File: config.mk
export PLATFORM = sky130hd
export DESIGN_NAME = serial_frame_tx
export DESIGN_NICKNAME = d
export VERILOG_FILES = /design/src/rtl/serial_frame_tx.sv
export SDC_FILE = /design/constraint.sdc
export NUM_CORES = 1
export LEC_CHECK = 0
export CAP_MARGIN = 40
export CORE_ASPECT_RATIO = 1.4
export CORE_UTILIZATION = 48
export DETAILED_ROUTE_END_ITERATION = 8
export PLACE_DENSITY = 0.76
export SLEW_MARGIN = 20
export SYNTH_ARGS = -nofsm -noshare
export SYNTH_HDL_FRONTEND = slang
export SYNTH_SLANG_ARGS = --single-unit
File: constraint.sdc
create_clock -name Clock -period 1.6 [get_ports Clock]
set_input_delay 0.16 -clock Clock [delete_from_list [all_inputs] [get_ports Clock]]
set_output_delay 0.16 -clock Clock [all_outputs]
set_load 0.005 [all_outputs]
File: src/rtl/serial_frame_tx.sv
// Asynchronous serial frame transmitter: start bit, LSB-first data, optional
// parity bit, stop bit, each held for CLKS_PER_BIT clocks.
module serial_frame_tx #(
  parameter int DATA_WIDTH   = 8,
  parameter int CLKS_PER_BIT = 4,
  parameter int PARITY       = 0
) (
  input  logic                  Clock,
  input  logic                  Clear_bar,
  input  logic [DATA_WIDTH-1:0] Data_in,
  input  logic                  Load,
  output logic                  Ready,
  output logic                  Busy,
  output logic                  Serial_out,
  output logic                  Done
);

  localparam int CW = (CLKS_PER_BIT > 1) ? $clog2(CLKS_PER_BIT) : 1;
  localparam int BW = $clog2(DATA_WIDTH + 1);
  localparam logic [CW-1:0] CYC_LAST = CW'(CLKS_PER_BIT - 1);
  localparam logic [BW-1:0] BIT_LAST = BW'(DATA_WIDTH - 1);
  localparam bit PAR_EN = (PARITY == 1) || (PARITY == 2);

  typedef enum logic [2:0] {
    S_IDLE,
    S_START,
    S_DATA,
    S_PARITY,
    S_STOP
  } state_t;

  state_t                r_state, w_state;
  logic [DATA_WIDTH-1:0] r_shift, w_shift;
  logic [BW-1:0]         r_bitCnt, w_bitCnt;
  logic [CW-1:0]         r_cycCnt, w_cycCnt;
  logic                  r_parity, w_parity;
  logic                  r_serial, w_serial;
  logic                  r_ready, w_ready;
  logic                  r_busy, w_busy;
  logic                  r_done, w_done;

  logic                  w_cycEnd;
  logic                  w_parCalc;
  logic [DATA_WIDTH-1:0] w_shifted;

  assign w_cycEnd  = (r_cycCnt == CYC_LAST);
  assign w_parCalc = (PARITY == 2) ? ~(^Data_in) : (^Data_in);
  assign w_shifted = r_shift >> 1;

  always_ff @(posedge Clock or negedge Clear_bar) begin
    if (!Clear_bar) begin
      r_state  <= S_IDLE;
      r_shift  <= '0;
      r_bitCnt <= '0;
      r_cycCnt <= '0;
      r_parity <= 1'b0;
      r_serial <= 1'b1;
      r_ready  <= 1'b1;
      r_busy   <= 1'b0;
      r_done   <= 1'b0;
    end else begin
      r_state  <= w_state;
      r_shift  <= w_shift;
      r_bitCnt <= w_bitCnt;
      r_cycCnt <= w_cycCnt;
      r_parity <= w_parity;
      r_serial <= w_serial;
      r_ready  <= w_ready;
      r_busy   <= w_busy;
      r_done   <= w_done;
    end
  end

  // Outputs are registered, so each transition loads the level of the next bit.
  always_comb begin
    w_state  = r_state;
    w_shift  = r_shift;
    w_bitCnt = r_bitCnt;
    w_cycCnt = w_cycEnd ? '0 : r_cycCnt + 1'b1;
    w_parity = r_parity;
    w_serial = r_serial;
    w_ready  = r_ready;
    w_busy   = r_busy;
    w_done   = 1'b0;
    case (r_state)
      S_IDLE: begin
        w_serial = 1'b1;
        w_cycCnt = '0;
        if (Load && r_ready) begin
          w_state  = S_START;
          w_shift  = Data_in;
          w_parity = w_parCalc;
          w_serial = 1'b0;
          w_ready  = 1'b0;
          w_busy   = 1'b1;
        end
      end
      S_START: begin
        if (w_cycEnd) begin
          w_state  = S_DATA;
          w_bitCnt = '0;
          w_serial = r_shift[0];
        end
      end
      S_DATA: begin
        if (w_cycEnd) begin
          w_shift  = w_shifted;
          w_bitCnt = r_bitCnt + 1'b1;
          if (r_bitCnt == BIT_LAST) begin
            if (PAR_EN) begin
              w_state  = S_PARITY;
              w_serial = r_parity;
            end else begin
              w_state  = S_STOP;
              w_serial = 1'b1;
            end
          end else begin
            w_serial = w_shifted[0];
          end
        end
      end
      S_PARITY: begin
        if (w_cycEnd) begin
          w_state  = S_STOP;
          w_serial = 1'b1;
        end
      end
      S_STOP: begin
        if (w_cycEnd) begin
          w_state  = S_IDLE;
          w_serial = 1'b1;
          w_ready  = 1'b1;
          w_busy   = 1'b0;
          w_done   = 1'b1;
        end
      end
      default: begin
        w_state  = S_IDLE;
        w_serial = 1'b1;
        w_ready  = 1'b1;
        w_busy   = 1'b0;
      end
    endcase
  end

  assign Ready      = r_ready;
  assign Busy       = r_busy;
  assign Serial_out = r_serial;
  assign Done       = r_done;

endmodule
**Yosys cells after proc, flatten, opt, wreduce, memory -nomap -nowiden**

Index checks and enable logic that the tools add are counted.

- Bitwise operators: 1
- Reduce and logical (&&, ||, !) cells: 11
- Eq/ne operators: 13
- Muxes and demuxes: 28
- $add $sub $neg: 2

Operators by type and width:

| operator | number |
|---|---|
| $mux 3 | 6 |
| $mux 8 | 2 |
| $pmux 8 s2 | 1 |
| $pmux 3 s5 | 1 |
| $ne 2x2->1 const B | 6 |
| $reduce_and 3->1 | 4 |
| $mux 1 | 10 |
| $mux 4 | 2 |
| $pmux 4 s2 | 1 |
| $eq 3x2->1 const B | 2 |
| $pmux 1 s3 | 2 |
| $reduce_and 6->1 | 1 |
| $add 4x1->4 const B | 1 |
| $eq 4x3->1 const B | 1 |
| $mux 2 | 2 |
| $pmux 1 s4 | 1 |
| $reduce_bool 2->1 | 2 |
| $eq 3x1->1 const B | 1 |
| $eq 3x3->1 const B | 1 |
| $logic_not 3->1 | 1 |
| $reduce_or 3->1 | 1 |
| $add 2x1->2 const B | 1 |
| $eq 2x2->1 const B | 1 |
| $ne 2x1->1 const B | 1 |
| other kinds (3) | 3 |

- Input port bits: 11
- Logic and storage cells: 63
- Output and inout port bits: 4
- Bits in registers: 21

**Depth between registers and ports, before layout**

Gate-level depths: netlist of run 1.

- Word-level depth: 4
- Depth in mapped cells: 5
- Depth with buffers taken out: 4

**Worst setup path before layout of run 1**

Ideal clock, no wire load.

- Kind: reg-to-reg
- Start: register r_state[0]
- End: register r_shift[0]
- Setup time: 125 ps
- Buffers on the path: 1
- Period minus slack after synthesis: 1575 ps
- Cell stages (with the launch flop): 5
- Arrival time: 1450 ps
- Data required time: 1475 ps
- Path slack: 25 ps
- Cell sequence: dfrtp_1 buf_2 nor3b_4 mux2_1 mux2_2

- Word-level cells in the longest chain between the ends: 3

Ends and longest elaborated chain:

| item | line | RTL |
|---|---|---|
| start, declared | 32 | `state_t r_state, w_state;` |
| start signal, assigned | 62 | `r_state <= w_state;` |
| $eq 3x2->1 or $logic_not 3->1 (tied branches) | 85 | `case (r_state)` |
| $ne 2x2->1 (no source line) or $reduce_bool 2->1 (tied branches) | - |  |
| $reduce_and 3->1 (no source line) | - |  |
| end signal, assigned | 63 | `r_shift <= w_shift;` |
| end, declared | 33 | `logic [DATA_WIDTH-1:0] r_shift, w_shift;` |

Several ways; a longest one is shown, not always the timed one.
A chain may end at the register's enable or synchronous reset.

**Final worst setup path of run 1**

- Start: register r_ready (netlist: Ready)
- End: register r_shift[4]

- Word-level cells in the longest chain between the ends: 3

Ends and longest elaborated chain:

| item | line | RTL |
|---|---|---|
| start, declared | 38 | `logic r_ready, w_ready;` |
| start signal, assigned | 68 | `r_ready <= w_ready;` |
| $logic_and 1x1->1 | 89 | `if (Load && r_ready) begin` |
| $ne 2x2->1 (no source line) | - |  |
| $reduce_and 3->1 (no source line) | - |  |

No other way between the ends.

==> impl_metrics.ini, run 1 <==
[outcome]
status = finished clean

[placed_design]
place_inst = 136
dp_hpwl_um = 1560
io_buffers = 14
gp_congestion = 0.686

[route]
drc = 0
dr_total_vias = 801
initialDrtViolationCount = 9
wl_um = 2110
firstDrtPassIters = 2
detail_route.wl_per_cell_um = 15.1
ant_nets = 0
via_per_inst = 5.72

[sta]
fin_crit_sh = 0.955
hold_viol = 0
slew_headroom = 0.767
setup_viol = 0
timing.fmax_mhz = 654
grt_setup_unrepaired = no
fin_skew_ns = 0.00204
period_needed_ns = 1.53
worstMarginPinSlew_ns = 0.347
drv_slew = 0

[power]
finalPower_mw = 1.84
pwr_density_cell_nw_per_um2 = 1340
p_leak_nw = 0.595
peakVddDrop_uv = 750

[logic_synthesis]
syn-num-nets = 110
ys_ff_latch = 21
syn_inst = 97
synth.avg_cell_area_um2 = 11.6
yosysWarnings = 0
synth_cell_type_count = 34
seq_area_frac_synth = 0.470
syn_area_um2 = 1120

[clock_network]
cts_buffer_depth = 2
cts_buffers = 3
root_buffer = clkbuf_4
cts_tree = built
clk_pin_slew_worst_paths_ns = 0.11
holdBufCountCts = 0
postCtsSetupBuffers = 0
h-tree-depth = 1
cts_sinks = 21
clk-insertion-delay-late_ns = 0.29

[die]
fp.dieArea_um2 = 2540
ios = 15
die_x_um = 42.9
placementRows = 20
coreArea_um2 = 2200
start_util = 0.510
die_h_um = 59.2

[finish]
drive_gt1_frac = 0.237
n_antenna_cell = 0
nFillCells = 194
fin_util = 0.625
seq_area_um2 = 528
multiInputGateArea_um2 = 568
syn_to_final_growth_pct = 22.5
nets = 132
layoutNonFillerInstCount = 140

[worst_hold_path]
min_path_type = input pin to async pin

[global_route]
grt_overflow = 0
grt_max_degree = 22
antenna_found_initial = 0
grt_first_pass_wirelength_um = 3700
grt_usage = 0.193
grt_pass1_vias = 857

[setup_path]
cp-end-kind = flip-flop
worstPathArrival_ns = 1.72
critPathMaxFanout = 8
r2r-start = Ready$_DFFE_PN1P_
reg2reg_slack_ns = 0.07
r2r_cells = 4
r2r-end = r_shift[4]$_DFFE_PN0P_
cp.required_ns = 1.79
startpoint_type = flip-flop
critPathKind = flip-flop to flip-flop

[flow_run]
maxCapViolCount = 0
critical path, stage by stage, from the launching register on:
cell	delay [ns]
dfstp_2	0.61
nand3b_4	0.10
a211oi_4	0.22
buf_6	0.17
mux2_2	0.33
sequential cells by signal, summed over array words and instances, names as in the netlist:
name / count
r_shift: 8
r_bitCnt: 4
r_state: 3
r_cycCnt: 2
Busy: 1
Done: 1
Ready: 1
Serial_out: 1
cell type report:
cell class	count	area share
sequential	21	0.384
multi-input combinational	69	0.413
tap	22	0.0200
inverter	2	0.00545
timing repair buffer	22	0.159
clock buffer	4	0.0191
routing by layer:
layer  wire length [um]  part of all wire  vias to the layer above  track usage
li1                   -                 -                      397            -
met1                911              0.43                      391        0.217
met2               1120              0.53                       11        0.364
met3                 55             0.026                        2       0.0213
met4                 23             0.011                        0       0.0804
met5                  0                 0                        -            0
cell usage after synthesis:
| cell | number | area (um2) |
|---|---|---|
| dfrtp_1 | 19 | 475 |
| mux2_2 | 10 | 113 |
| mux2_1 | 7 | 78.8 |
| o21ai_0 | 7 | 35.0 |
| nand2_1 | 5 | 18.8 |
| nand2b_1 | 4 | 25.0 |
| a22o_1 | 3 | 26.3 |
| buf_2 | 3 | 15.0 |
| nor2_1 | 3 | 11.3 |
| a21oi_1 | 2 | 10.0 |
| a31oi_1 | 2 | 12.5 |
| clkbuf_1 | 2 | 7.51 |
| dfstp_2 | 2 | 52.6 |
| ha_1 | 2 | 25.0 |
| inv_1 | 2 | 7.51 |
| nand3b_1 | 2 | 15.0 |
| nor2b_1 | 2 | 12.5 |
| nor3_1 | 2 | 10.0 |
| o21a_1 | 2 | 15.0 |
| o22ai_1 | 2 | 12.5 |
| a211oi_4 | 1 | 20.0 |
| a21boi_0 | 1 | 7.51 |
| a2bb2oi_1 | 1 | 8.76 |
| and3_1 | 1 | 6.26 |
| and3b_1 | 1 | 8.76 |
| nand3b_4 | 1 | 20.0 |
| nand4b_1 | 1 | 8.76 |
| nor3b_1 | 1 | 7.51 |
| nor3b_4 | 1 | 18.8 |
| nor4b_1 | 1 | 8.76 |
| o22a_1 | 1 | 8.76 |
| o32ai_1 | 1 | 8.76 |
| or2_1 | 1 | 6.26 |
| or2_2 | 1 | 6.26 |
through the flow:
| stage | setup TNS, ns | worst slack (ns) | cell area [um2] | hold WS, ns |
|---|---|---|---|---|
| final | 0 | 0.0716 | 1380 | 0.199 |
| after global routing | 0 | 0.00710 | 1380 | 0.207 |
| after CTS | 0 | 0.0115 | 1370 | 0.205 |
| after detailed placement | -0.827 | -0.108 | 1340 | 0.436 |
| after global placement | -0.443 | -0.0586 | 1340 | 0.429 |
| after floorplan | 0 | 0.0253 | 1120 | -0.136 |
power breakdown:
group	leakage [nW]	internal [mW]	switching, mW	total, mW
Sequential	0.261	0.665	0.0903	0.756
Combinational	0.320	0.447	0.388	0.835
Clock	0.0150	0.0968	0.153	0.250
what timing repair did:
item                       in CTS  in global routing
setup endpoints to repair       0                 10
hold endpoints to repair        0                  0
gates resized for setup         0                  3
layout by cell type, fill, tap and decap left out, types with 2 or more instances in the layout:
master / n
mux2_2: 10
inv_1: 2
a22o_1: 3
dfrtp_1: 19
a31oi_1: 2
nand2b_1: 3
ha_1: 2
buf_4: 6
clkdlybuf4s50_1: 13
dfstp_2: 2
clkbuf_4: 3
nor3_1: 2
nand2_1: 5
o21a_1: 2
nor2_1: 3
mux2_1: 7
o21ai_0: 7
a21oi_1: 2
nor2b_1: 2
o22ai_1: 2
nand3b_1: 2
kinds of logic (layout without fill, tap and decap cells):
kind of cell | Yosys count | count (layout) | share of synthesized area
buffers and inverters | 7 | 28 | 0.0267
DFF | 21 | 21 | 0.470
adders and majority gates | 2 | 2 | 0.0223
muxes | 17 | 17 | 0.170
and+or+nand+nor | 27 | 27 | 0.164
AOI/OAI and AO/OA | 23 | 23 | 0.147
how the worst max path moves through the flow:
| stage | start | endpoint | slack [ns] | cells past startpoint |
|---|---|---|---|---|
| 2_1_floorplan | r_state[0]$_DFFE_PN0P_ | r_shift[0]$_DFFE_PN0P_ | 0.03 | 4 |
| 3_3_place_gp | Load | r_shift[7]$_DFFE_PN0P_ | -0.06 | 5 |
| 3_5_place_dp | Load | r_shift[4]$_DFFE_PN0P_ | -0.11 | 5 |
| 4_1_cts | Ready$_DFFE_PN1P_ | Ready | 0.01 | 1 |
| 5_1_grt | Ready$_DFFE_PN1P_ | r_shift[7]$_DFFE_PN0P_ | 0.007 | 4 |
| 6_report | Ready$_DFFE_PN1P_ | r_shift[4]$_DFFE_PN0P_ | 0.07 | 4 |
(Power assumes the default switching activity.)
==> inputs of run 2 (changes only) <==
- SKIP_LAST_GASP: unset -> 1
==> results of run 2 <==
The final DEF is identical to that of run 1; final timing and power are the same.
==> inputs of run 3 (changes only) <==
- GPL_ROUTABILITY_DRIVEN: unset -> 0
- PLACE_DENSITY: 0.76 -> 0.74
==> run 3 against run 2 <==
Against the previous run:
- clock skew hardly changed
- register-to-register slack lost 0.02 ns
- flip-flop and latch count unchanged
==> impl_metrics.ini, run 3 (same netlist as run 1, synthesis figures left out) <==
[setup_path]
cp_slowest_stage_delay_ns = 0.44
cp.required_ns = 1.81
critPathMaxFanout = 8
cpMaxStageDelayCell = dfrtp_1
cp-end-kind = flip-flop
reg2reg_slack_ns = 0.05
path_cells = nor3b_4 -> buf_12 -> mux2_1 -> mux2_2
critPathTopFamily = multiplexers
startpoint_type = flip-flop
critPathKind = flip-flop to flip-flop
worstPathArrival_ns = 1.75
path_buf_inv = 1

[clock_network]
cts_sinks = 21
cts_buffers = 3
cts_tree = built
clk-insertion-delay-late_ns = 0.31
root_buffer = clkbuf_4
cts_buffer_depth = 2
h-tree-depth = 1
clk_pin_slew_worst_paths_ns = 0.12

[route]
wl_um = 2120
initialDrtViolationCount = 18
met2_length_um = 1070
detail_route.wl_per_cell_um = 14.8
drc = 0
via_per_inst = 5.90
wl_met1_um = 923
dr_total_vias = 843
firstDrtPassIters = 4
ant_nets = 0
wl_met3_um = 62
top_layer = met4

[die]
start_util = 0.510
die_h_um = 59.2
coreArea_um2 = 2200
ios = 15
die_x_um = 42.9
placementRows = 20
fp.dieArea_um2 = 2540

[finish]
fin_util = 0.643
n_antenna_cell = 0
largest_register_ffs = 8
regMostFlops = r_shift
drive_gt1_frac = 0.298
layoutNonFillerInstCount = 143
final_cell_mix = dfrtp_1, clkdlybuf4s50_1, mux2_2, buf_4, o21ai_0
final_common_cell = dfrtp_1
nets = 135
syn_to_final_growth_pct = 25.9
top_regs = r_shift x8, r_bitCnt x4, r_state x3
post-route-cell-area_um2 = 1420

[global_route]
grt_first_pass_wirelength_um = 3400
grt_overflow = 0
grt_pass1_vias = 777
antenna_found_initial = 0
grt_max_degree = 22
grt_usage = 0.183

[sta]
slew_headroom = 0.768
holdWs_ns = 0.179
worstMarginPinSlew_ns = 0.345
period_needed_ns = 1.55
setup_viol = 0
hold_viol = 0
drv_slew = 0
setup_slack_ns = 0.0527
fin_setup_tns_ns = 0
fin_skew_ns = 0.00164
timing.fmax_mhz = 646
fin_crit_sh = 0.967

[power]
peakVddDrop_uv = 829
finalPower_mw = 1.91
p_leak_nw = 0.627
pwr_density_cell_nw_per_um2 = 1350

[placed_design]
place_inst = 137
dp_hpwl_um = 1480
placed_cell_area_um2 = 1350
pre_cts_slack_ns = -0.0919
io_buffers = 14

[worst_hold_path]
min_path_type = input pin to async pin

[flow_run]
maxCapViolCount = 0

[outcome]
status = finished clean
==> run 3: cell count changes in the layout (fill, tap and decap cells not counted) <==
cell / previous run / this run
mux2_4: 0 / 4
clkbuf_1: 1 / 0
clkinv_2: 0 / 1
mux2_1: 7 / 3
buf_4: 6 / 9
==> run 3: final cells by class <==
type | instances | area (um2)
Clock buffer | 3 | 22.5
Clock inverter | 1 | 5.00
Fill cell | 184 | 787
Inverter | 2 | 7.51
Multi-Input combinational cell | 69 | 583
Sequential cell | 21 | 528
Tap cell | 22 | 27.5
Timing Repair Buffer | 25 | 241
==> run 3: power by group <==
group | internal (mW) | leakage (nW) | switching [mW]
Combinational | 0.502 | 0.348 | 0.395
Clock | 0.0934 | 0.0177 | 0.164
Sequential | 0.665 | 0.261 | 0.0903
Total | 1.26 | 0.627 | 0.649
==> run 3: worst paths after layout <==
kind                                        start                      to  cells after the start
min in group Clock          r_cycCnt[0]$_DFF_PN0_   r_cycCnt[0]$_DFF_PN0_                      1
min                                     Clear_bar          Done$_DFF_PN0_                      2
min reg2reg                 r_cycCnt[0]$_DFF_PN0_   r_cycCnt[0]$_DFF_PN0_                      1
max reg2reg                r_state[1]$_DFFE_PN0P_  r_shift[6]$_DFFE_PN0P_                      4
max in group asynchronous               Clear_bar  Serial_out$_DFFE_PN1P_                      2
max                        r_state[1]$_DFFE_PN0P_  r_shift[6]$_DFFE_PN0P_                      4
==> run 3: repair_timing <==
action,in CTS,in global routing
hold buffers,0,0
gates resized for setup,0,7
setup endpoints to repair,0,11
setup buffers,0,2
endpoints found under the hold margin,0,0
==> run 3: worst reg2reg max path: stages, from the launching register on <==
cell	delay, ns
dfrtp_1	0.44
nor3b_4	0.27
buf_12	0.17
mux2_1	0.31
mux2_2	0.26
==> run 3: layer usage <==
layer,vias to the layer above,global-route usage
met5,-,0
met4,0,0.121
met3,5,0.0183
met2,13,0.323
met1,421,0.206
li1,404,-
